<file path="src/rtl/fetch_unit.sv">
// Instruction-fetch stage: PC, credit-limited imem requests, instruction FIFO and redirect flush.
// Optional macro FETCH_MISALIGN_FAULT_EN: a misaligned redirect raises fetch_fault and halts fetching.
module fetch_unit #(
    parameter logic [31:0] RESET_PC        = 32'h0000_0000,
    parameter int unsigned FIFO_DEPTH      = 2,
    parameter int unsigned MAX_OUTSTANDING = 2
) (
    input  logic        clk,
    input  logic        rst_n,
    input  logic        redirect_valid,
    input  logic [31:0] redirect_pc,
    output logic        imem_req,
    output logic [31:0] imem_addr,
    input  logic        imem_gnt,
    input  logic        imem_rvalid,
    input  logic [31:0] imem_rdata,
    output logic        inst_valid,
    output logic [31:0] inst,
    output logic [31:0] inst_pc,
    input  logic        inst_ready
`ifdef FETCH_MISALIGN_FAULT_EN
    ,
    output logic        fetch_fault,
    output logic [31:0] fault_pc
`endif
);

    localparam int unsigned PTR_W = (FIFO_DEPTH > 1) ? $clog2(FIFO_DEPTH) : 1;
    localparam int unsigned CNT_W = $clog2(FIFO_DEPTH + 1);
    localparam int unsigned TAG_W = (MAX_OUTSTANDING > 1) ? $clog2(MAX_OUTSTANDING) : 1;
    localparam int unsigned OUT_W = $clog2(MAX_OUTSTANDING + 1);
    localparam logic [TAG_W-1:0] TAG_LAST = TAG_W'(MAX_OUTSTANDING - 1);
    localparam logic [31:0] NOP = 32'h0000_0013;

    typedef enum logic [1:0] {S_IDLE, S_FETCH, S_STALL} state_e;

    state_e            state_q, state_d;
    logic [31:0]       pc_q, pc_d;
    logic              req_q, req_d;
    logic [31:0]       addr_q, addr_d;
    logic [OUT_W-1:0]  outst_q, outst_d;
    logic [OUT_W-1:0]  drop_q, drop_d;
    logic [CNT_W-1:0]  count_q, count_d;
    logic [PTR_W-1:0]  wr_ptr_q, wr_ptr_d, rd_ptr_q, rd_ptr_d;
    logic [TAG_W-1:0]  tag_wr_q, tag_wr_d, tag_rd_q, tag_rd_d;

    logic [31:0] inst_mem [FIFO_DEPTH];
    logic [31:0] ipc_mem  [FIFO_DEPTH];
    logic [31:0] tag_mem  [MAX_OUTSTANDING];

    logic fire, rv, rv_drop, push, pop, credit, halt_d;

    assign fire    = req_q && imem_gnt;
    // Responses with nothing outstanding are protocol errors and never touch state.
    assign rv      = imem_rvalid && (outst_q != '0);
    assign rv_drop = rv && (drop_q != '0);
    assign push    = rv && (drop_q == '0) && !redirect_valid;
    assign pop     = (count_q != '0) && inst_ready;

    // NOTE: every always_comb output gets a default first so no latch is inferred.
    always_comb begin
        pc_d     = pc_q;
        outst_d  = outst_q;
        drop_d   = drop_q;
        count_d  = count_q;
        wr_ptr_d = wr_ptr_q;
        rd_ptr_d = rd_ptr_q;
        tag_wr_d = tag_wr_q;
        tag_rd_d = tag_rd_q;

        if (fire) begin
            pc_d     = pc_q + 32'd4;
            tag_wr_d = (tag_wr_q == TAG_LAST) ? '0 : tag_wr_q + TAG_W'(1);
        end
        if (rv) tag_rd_d = (tag_rd_q == TAG_LAST) ? '0 : tag_rd_q + TAG_W'(1);

        if (fire && !rv)      outst_d = outst_q + OUT_W'(1);
        else if (!fire && rv) outst_d = outst_q - OUT_W'(1);
        if (rv_drop) drop_d = drop_q - OUT_W'(1);

        if (push) wr_ptr_d = wr_ptr_q + PTR_W'(1);
        if (pop)  rd_ptr_d = rd_ptr_q + PTR_W'(1);
        if (push && !pop)      count_d = count_q + CNT_W'(1);
        else if (!push && pop) count_d = count_q - CNT_W'(1);

        // Everything still in flight after a redirect belongs to the old path.
        if (redirect_valid) begin
            pc_d     = redirect_pc & ~32'h3;
            drop_d   = outst_d;
            count_d  = '0;
            wr_ptr_d = '0;
            rd_ptr_d = '0;
        end

        credit = (32'(outst_d) < MAX_OUTSTANDING) &&
                 ((32'(count_d) + 32'(outst_d) - 32'(drop_d)) < FIFO_DEPTH);

        state_d = state_q;
        case (state_q)
            S_IDLE:  state_d = S_FETCH;
            S_FETCH: if (!credit) state_d = S_STALL;
            S_STALL: if (credit || redirect_valid) state_d = S_FETCH;
            default: state_d = S_IDLE;
        endcase

        req_d  = (state_d == S_FETCH) && credit && !redirect_valid && !halt_d;
        addr_d = pc_d;
    end

    // NOTE: sequential state uses non-blocking assignments only.
    always_ff @(posedge clk or negedge rst_n) begin
        if (!rst_n) begin
            state_q  <= S_IDLE;
            pc_q     <= RESET_PC;
            req_q    <= 1'b0;
            addr_q   <= RESET_PC;
            outst_q  <= '0;
            drop_q   <= '0;
            count_q  <= '0;
            wr_ptr_q <= '0;
            rd_ptr_q <= '0;
            tag_wr_q <= '0;
            tag_rd_q <= '0;
        end else begin
            state_q  <= state_d;
            pc_q     <= pc_d;
            req_q    <= req_d;
            addr_q   <= addr_d;
            outst_q  <= outst_d;
            drop_q   <= drop_d;
            count_q  <= count_d;
            wr_ptr_q <= wr_ptr_d;
            rd_ptr_q <= rd_ptr_d;
            tag_wr_q <= tag_wr_d;
            tag_rd_q <= tag_rd_d;
        end
    end

    // NOTE: storage arrays are not reset; the pointers and count alone define validity.
    always_ff @(posedge clk) begin
        if (fire) tag_mem[tag_wr_q] <= pc_q;
        if (push) begin
            inst_mem[wr_ptr_q] <= imem_rdata;
            ipc_mem[wr_ptr_q]  <= tag_mem[tag_rd_q];
        end
    end

`ifdef FETCH_MISALIGN_FAULT_EN
    logic        fault_q, fault_d;
    logic [31:0] fault_pc_q, fault_pc_d;

    always_comb begin
        fault_d    = fault_q;
        fault_pc_d = fault_pc_q;
        if (redirect_valid) begin
            fault_d = (redirect_pc[1:0] != 2'b00);
            if (redirect_pc[1:0] != 2'b00) fault_pc_d = redirect_pc;
        end
    end

    assign halt_d = fault_d;

    always_ff @(posedge clk or negedge rst_n) begin
        if (!rst_n) begin
            fault_q    <= 1'b0;
            fault_pc_q <= 32'h0;
        end else begin
            fault_q    <= fault_d;
            fault_pc_q <= fault_pc_d;
        end
    end

    assign fetch_fault = fault_q;
    assign fault_pc    = fault_pc_q;
`else
    assign halt_d = 1'b0;
`endif

    assign imem_req   = req_q;
    assign imem_addr  = addr_q;
    assign inst_valid = (count_q != '0);
    assign inst       = inst_valid ? inst_mem[rd_ptr_q] : NOP;
    assign inst_pc    = inst_valid ? ipc_mem[rd_ptr_q] : 32'h0;

endmodule

</file>
<file path="config.mk">
export PLATFORM = sky130hd
export DESIGN_NAME = fetch_unit
export DESIGN_NICKNAME = d
export VERILOG_FILES = /design/src/rtl/fetch_unit.sv
export SDC_FILE = /design/constraint.sdc
export NUM_CORES = 1
export LEC_CHECK = 0
export ABC_CLOCK_PERIOD_IN_PS = 12100
export BUFFER_PORTS_ARGS = -buffer_cell sky130_fd_sc_hd__buf_2
export CELL_PAD_IN_SITES_DETAIL_PLACEMENT = 0
export CELL_PAD_IN_SITES_GLOBAL_PLACEMENT = 1
export CORE_MARGIN = 2
export CORE_UTILIZATION = 40
export CTS_CLUSTER_DIAMETER = 100
export DETAILED_ROUTE_END_ITERATION = 8
export PLACE_DENSITY_LB_ADDON = 0.1
export SYNTH_ARGS = -nofsm -noshare
export SYNTH_HDL_FRONTEND = slang
export SYNTH_SLANG_ARGS = --single-unit
</file>
<file path="constraint.sdc">
create_clock -name clk -period 12.1 [get_ports clk]
set_clock_uncertainty 0.1 [all_clocks]
set_input_delay 0 -clock clk [delete_from_list [all_inputs] [get_ports clk]]
set_output_delay 0 -clock clk [all_outputs]
set_load 0.01 [all_outputs]
</file>
==> metrics.txt, run 1 <==
clock sink total 227; setup_tns 0 ns; row cnt 55; Synth Area in Compound Gates 2.57%; Synth Register Bits 227; worst-skew pair later-pin latency 0.51 ns; gpl congestion 0.715; GR met2 Demand/Resource 27.4%; GR peak layer met2; placed inst area 0.0105 mm²; vias in the first global route 5737; Final Hold Violating Endpoints 0; xor/xnor share of the synthesized area 3.71%; # diodes 0; Syn Inst Count 627; global-route wire length before repair 30.3 mm; Initial DRC Count 228; leakage 4.49 nW; DR pass1 iterations 4; Syn Area/Cell 14.9 µm²; Worst Path Max Fanout 61; multiplexer share of the synthesized area 10.7%; reg2reg path depth 12; status complete, no violations; Async S/R FF share, synth 18.9%; crit share post-route 31.1%; filler cell count 1950; TritonCTS Buffers 25; Detailed Route WL 19.4 mm; CTS tree built; GRT Util Overall 15.9%; wire per inst 16.3 µm; Area contributors post-synth edfxtp_1 (59%), dfrtp_1 (12%), mux2i_1 (6.8%); GR Layer Usage met3 2.52%; non-filler cells, final 1190; area grow syn2layout 28.2%; worst min path class primary input to asynchronous set/reset pin; count leader, synth edfxtp_1; synth warn 0; Reg clk slew, reported paths 0.06 ns; die footprint 0.0246 mm²; setup violators final 0; Startpoint Class flop; core area 0.0228 mm²; ys flop type edfxtp_1; DIE HEIGHT 157 µm; final hold slack 0.105 ns; worst rel slew slack 23.4%; RSZ-0062 raised after global routing false; synthesized area 0.00934 mm²; starting density of the core 41.0%; CTS max path bufs 3; grt met1 use 20.7%; # DRC 0; Final min period 3.77 ns; critical path class flop to flop; Critical Path End Type flop; Clock Tree Root clkbuf_16; H-Tree Depth 1; placed insts 1079; DR vias 5630; sequential cell area 0.00661 mm²; Arrival @ worst endpoint 4.09 ns; fin. max-slew vios 0; Yosys top cell by area edfxtp_1; Post-layout nets 937; Die X 157 µm; top cells by count, synth edfxtp_1 (184), nor2_1 (66), mux2i_1 (63); peak supply drop 0.000110 V; Max Freq 0.265 GHz; initial antenna violation count 0; CP Data Required Time 12.42 ns; number of max-cap violations 0; post-route cell area 0.0120 mm²; Post-synth EDFFs 184; top cell type's share of synthesized area 59.2%; total global routing overflow 0; Ports 168; PortBufs 161; largest family of logic cells by synthesized area multiplexers; simple-gate share of the synthesized area 8.95%; Synth Area in Adders 1.34%; share of cells above drive strength 1 27.9%; pin count of the biggest net entering global routing 72; area occupied by multi-input gates 0.00258 mm²; routed vias/inst 4.73; post-layout util 52.6%; Distinct cells, synth 42; pwr dens 205 mW/mm²; Post-CTS Setup Bufs 0; Worst-Margin Slew 1.15 ns; register area share after synthesis 70.7%; post-route ant nets 0; placed wire-length estimate 11.8 mm
stage by stage:
stage	total power, mW	setup slack (ns)
final	2.45	8.33
after global routing	2.60	8.03
after CTS	2.49	8.24
after detailed placement	1.70	8.29
after global placement	1.68	8.41
after floorplan	1.46	5.85
timing repair:
action                    CTS  global route
hold endpoints to repair  140             0
gates resized for setup     0             0
hold buffers               66             0
final timing paths:
path | slack (ns) | end | from
worst max-delay path | 8.33 | state_q[0]$_DFF_PN0_ | count_q[0]$_DFF_PN0_
min in group clk | 0.11 | imem_addr[25]$_DFFE_PN0N_ | redirect_valid
max in group asynchronous | 11.03 | rd_ptr_q$_DFFE_PN0P_ | rst_n
worst min register to register | 0.38 | tag_rd_q$_DFFE_PN0P_ | tag_rd_q$_DFFE_PN0P_
worst max register to register | 8.33 | state_q[0]$_DFF_PN0_ | count_q[0]$_DFF_PN0_
worst min-delay path | 0.11 | drop_q[1]$_DFF_PN0_ | rst_n
worst max-delay path, stage by stage, from the launching register on:
cell and delay, ns:
dfrtp_1 0.36, inv_1 0.09, ha_2 0.17, buf_4 0.52
nor2b_1 0.25, a311oi_1 0.31, a211oi_1 0.14, fa_1 0.60
fa_1 0.45, xor2_1 0.16, nand2b_1 0.12, a2111o_1 0.34
o21ai_0 0.07
layer usage:
layer | wire, µm | vias up
met2 | 9260 | 141
li1 | - | 2760
met1 | 8760 | 2697
met3 | 935 | 32
met4 | 389 | 0
met5 | 0 | -
area by class of cell:
class                      instances  share of cell area, %
sequential                       227                   55.2
multi-input combinational        360                   21.6
timing repair buffer             233                   12.6
clock buffer                      32                   5.44
tap                              313                   3.27
clock inverter                    13                   1.56
inverter                          12                  0.376
layout by cell type, fill, tap and decap left out, types with 6 or more instances in the layout:
cell type | synthesis | routed
inv_1 | 12 | 12
edfxtp_1 | 184 | 184
dfrtp_1 | 43 | 42
o21ai_0 | 29 | 29
clkbuf_1 | 20 | 7
xnor2_1 | 22 | 22
nor2_1 | 66 | 65
buf_4 | 4 | 6
clkbuf_16 | 0 | 25
dlygate4sd3_1 | 0 | 66
mux2i_1 | 63 | 63
clkinv_1 | 0 | 6
mux2_2 | 33 | 33
xor2_1 | 15 | 15
nand3_1 | 10 | 10
nand2_1 | 49 | 49
buf_2 | 0 | 161
cell families after synthesis:
family	after synthesis
DFF	227
and+or+nand+nor	170
muxes	96
AOI/OAI and AO/OA	43
buffers and inverters	43
xor gates and xnor gates	38
adders and majority gates	9
other	1
state kept, by name, indices dropped and copies added (netlist names), 2 cells and up:
| name | flops |
|---|---|
| ipc_mem | 60 |
| drop_q | 2 |
| tag_mem | 60 |
| count_q | 2 |
| inst_mem | 64 |
| outst_q | 2 |
| state_q | 2 |
| imem_addr | 30 |
report_power, final:
group	total [mW]	internal, mW	leakage (nW)	switching [mW]
combinational	0.713	0.303	1.90	0.409
sequential	0.973	0.933	2.19	0.0395
clock	0.769	0.485	0.404	0.285
total	2.45	1.72	4.49	0.734
Power figures use the tool's default switching activity.
==> run 2, diff against run 1 <==
--- a/config.mk
+++ b/config.mk
@@ -5,7 +5,7 @@
 export SDC_FILE = /design/constraint.sdc
 export NUM_CORES = 1
 export LEC_CHECK = 0
-export ABC_CLOCK_PERIOD_IN_PS = 12100
+export ABC_CLOCK_PERIOD_IN_PS = 3850
 export BUFFER_PORTS_ARGS = -buffer_cell sky130_fd_sc_hd__buf_2
 export CELL_PAD_IN_SITES_DETAIL_PLACEMENT = 0
 export CELL_PAD_IN_SITES_GLOBAL_PLACEMENT = 1
==> constraint.sdc (replaced) <==
create_clock -name clk -period 3.85 [get_ports clk]
set_clock_uncertainty 0.1 [all_clocks]
set_input_delay 0 -clock clk [delete_from_list [all_inputs] [get_ports clk]]
set_output_delay 0 -clock clk [all_outputs]
set_load 0.01 [all_outputs]
==> run 2 against run 1 <==
Against the previous run:
- fmax rose by 8.3%
- worst hold slack got worse by 0.053 ns
- via count rose by 1.8%
- non-clock buffer count rose by 9
- critical endpoint unchanged
- largest power group unchanged
==> metrics.txt, run 2 (synthesis results as in run 1) <==
status complete, no violations; worst rel slew slack 21.1% (-2.2 points); most frequent cells in the layout edfxtp_1 (184), buf_2 (161), dlygate4sd3_1 (72), nor2_1 (65), mux2i_1 (63); pin count of the biggest net entering global routing 64 (-11%); CTS max path bufs 3 (unchanged); Clock Tree Root clkbuf_16; row cnt 55 (unchanged); commonest non-fill, non-tap cell in the layout edfxtp_1; Buf/Inv on CP 1 (-1); max incr delay on CP 0.54 ns (-0.06 ns); die footprint 0.0246 mm² (unchanged); CTS tree built; Final min period 3.48 ns (-0.288 ns); # diodes 0 (unchanged); fin. max-slew vios 0 (unchanged); worst-path cell chain inv_1 -> ha_1 -> nor2b_1 -> nand2_1 -> nand2_1 -> o21ai_0 -> a211oi_1 -> fa_1 -> fa_1 -> xor2_1 -> nand2b_1 -> a2111o_1 -> o21ai_0; RSZ-0062 raised after global routing false; peak supply drop 0.000436 V (+300%); Biggest register inst_mem; filler cell count 1931 (-0.97%); share of cells above drive strength 1 28.3% (+0.34 points); Ports 168 (unchanged); post-layout util 53.1% (+0.49 points); TritonCTS Buffers 24 (-4.0%); wire per inst 16.4 µm (+0.96%); gpl congestion 0.734 (+2.7%); Arrival @ worst endpoint 3.80 ns (-0.29 ns); vias in the first global route 5858 (+2.1%); CP max-delay cell fa_1; placed insts 1082 (+0.28%); post-route ant nets 0 (unchanged); clock sink total 227 (unchanged); biggest regs inst_mem (64), ipc_mem (60), tag_mem (60); setup violators final 0 (unchanged); Worst-Margin Slew 1.18 ns (+0.0335 ns); Detailed Route WL 19.7 mm (+1.6%); non-filler cells, final 1197 (+0.59%); Post-layout nets 945 (+0.85%); Reg clk slew, reported paths 0.06 ns (about the same); Max Freq 0.287 GHz (+8.3%); total global routing overflow 0 (unchanged); DR pass1 iterations 4 (unchanged); worst-skew pair later-pin latency 0.51 ns (about the same); placed wire-length estimate 12.0 mm (+1.6%); critical path class flop to flop; core area 0.0228 mm² (unchanged); starting density of the core 41.0% (unchanged); number of max-cap violations 0 (unchanged); Initial DRC Count 215 (-5.7%); area grow syn2layout 29.4%; Worst Path Max Fanout 4 (-93%); Critical Path End Type flop; area occupied by multi-input gates 0.00259 mm² (+0.44%); initial antenna violation count 0 (unchanged); CP top delay family adder cells; global-route wire length before repair 30.7 mm (+1.3%); Startpoint Class flop; worst min path class primary input to flop; pwr dens 644 mW/mm² (+210%); CP Data Required Time 4.17 ns (-8.25 ns); setup_tns 0 ns (unchanged); PortBufs 161 (unchanged); leakage 4.55 nW (+1.3%); # DRC 0 (unchanged); GRT Util Overall 15.9% (+0.062 points); crit share post-route 90.4% (+59 points); H-Tree Depth 1 (unchanged); DR vias 5729 (+1.8%); DIE HEIGHT 157 µm (unchanged); Final Hold Violating Endpoints 0 (unchanged); final hold slack 0.0522 ns (-0.0530 ns); Tot Pwr 7.78 mW (+220%); Die X 157 µm (unchanged); sequential cell area 0.00661 mm² (unchanged); flip-flop count of the largest register after layout 64 (unchanged); routed vias/inst 4.79 (+1.2%)
run 2: report_power, final:
| group | internal (mW) | switching, mW |
|---|---|---|
| combinational | 1.00 | 1.20 |
| sequential | 2.93 | 0.251 |
| clock | 1.52 | 0.883 |
run 2: worst paths after layout:
kind | start | slack [ns] | depth (start not counted) | end
max in group asynchronous | rst_n | 2.78 | 2 | rd_ptr_q$_DFFE_PN0P_
worst min register to register | tag_rd_q$_DFFE_PN0P_ | 0.37 | 1 | tag_rd_q$_DFFE_PN0P_
worst max-delay path | outst_q[1]$_DFF_PN0_ | 0.37 | 13 | state_q[0]$_DFF_PN0_
worst max register to register | outst_q[1]$_DFF_PN0_ | 0.37 | 13 | state_q[0]$_DFF_PN0_
min in group asynchronous | rst_n | 0.11 | 2 | state_q[0]$_DFF_PN0_
worst min-delay path | inst_ready | 0.05 | 3 | count_q[1]$_DFF_PN0_
run 2: worst reg2reg max path, stage by stage, from the launching register on:
cell and delay (ns):
dfrtp_1 0.34, inv_1 0.06, ha_1 0.18, nor2b_1 0.28, nand2_1 0.12, nand2_1 0.08, o21ai_0 0.08, a211oi_1 0.51
fa_1 0.54, fa_1 0.45, xor2_1 0.14, nand2b_1 0.11, a2111o_1 0.34, o21ai_0 0.08
run 2: through the flow:
| step | worst slack (ns) | instance area, µm² |
|---|---|---|
| after floorplan | 0.405 | 9370 |
| after global routing | 0.102 | 12100 |
| after detailed placement | 0.370 | 10500 |
| after global placement | 0.517 | 10500 |
| after CTS | 0.349 | 12100 |
| final | 0.370 | 12100 |
run 2: cell type report:
| class | count | share of cell area (%) |
|---|---|---|
| sequential | 227 | 54.7 |
| multi-input combinational | 360 | 21.5 |
| timing repair buffer | 242 | 13.4 |
| clock buffer | 30 | 5.33 |
| tap | 313 | 3.24 |
| clock inverter | 13 | 1.54 |
| inverter | 12 | 0.373 |
run 2: repair_timing:
action                                 CTS  global route
endpoints found under the hold margin  145             0
setup buffers                            0             0
gates resized for setup                  0             0
hold buffers                            72             0
run 2: routing by layer:
layer	wire length (µm)	part of all wire [%]	global-route usage, %
met5	0	0	0
met4	234	1.2	3.63
met3	1050	5.3	2.80
met2	9560	49	27.4
met1	8810	45	21.2
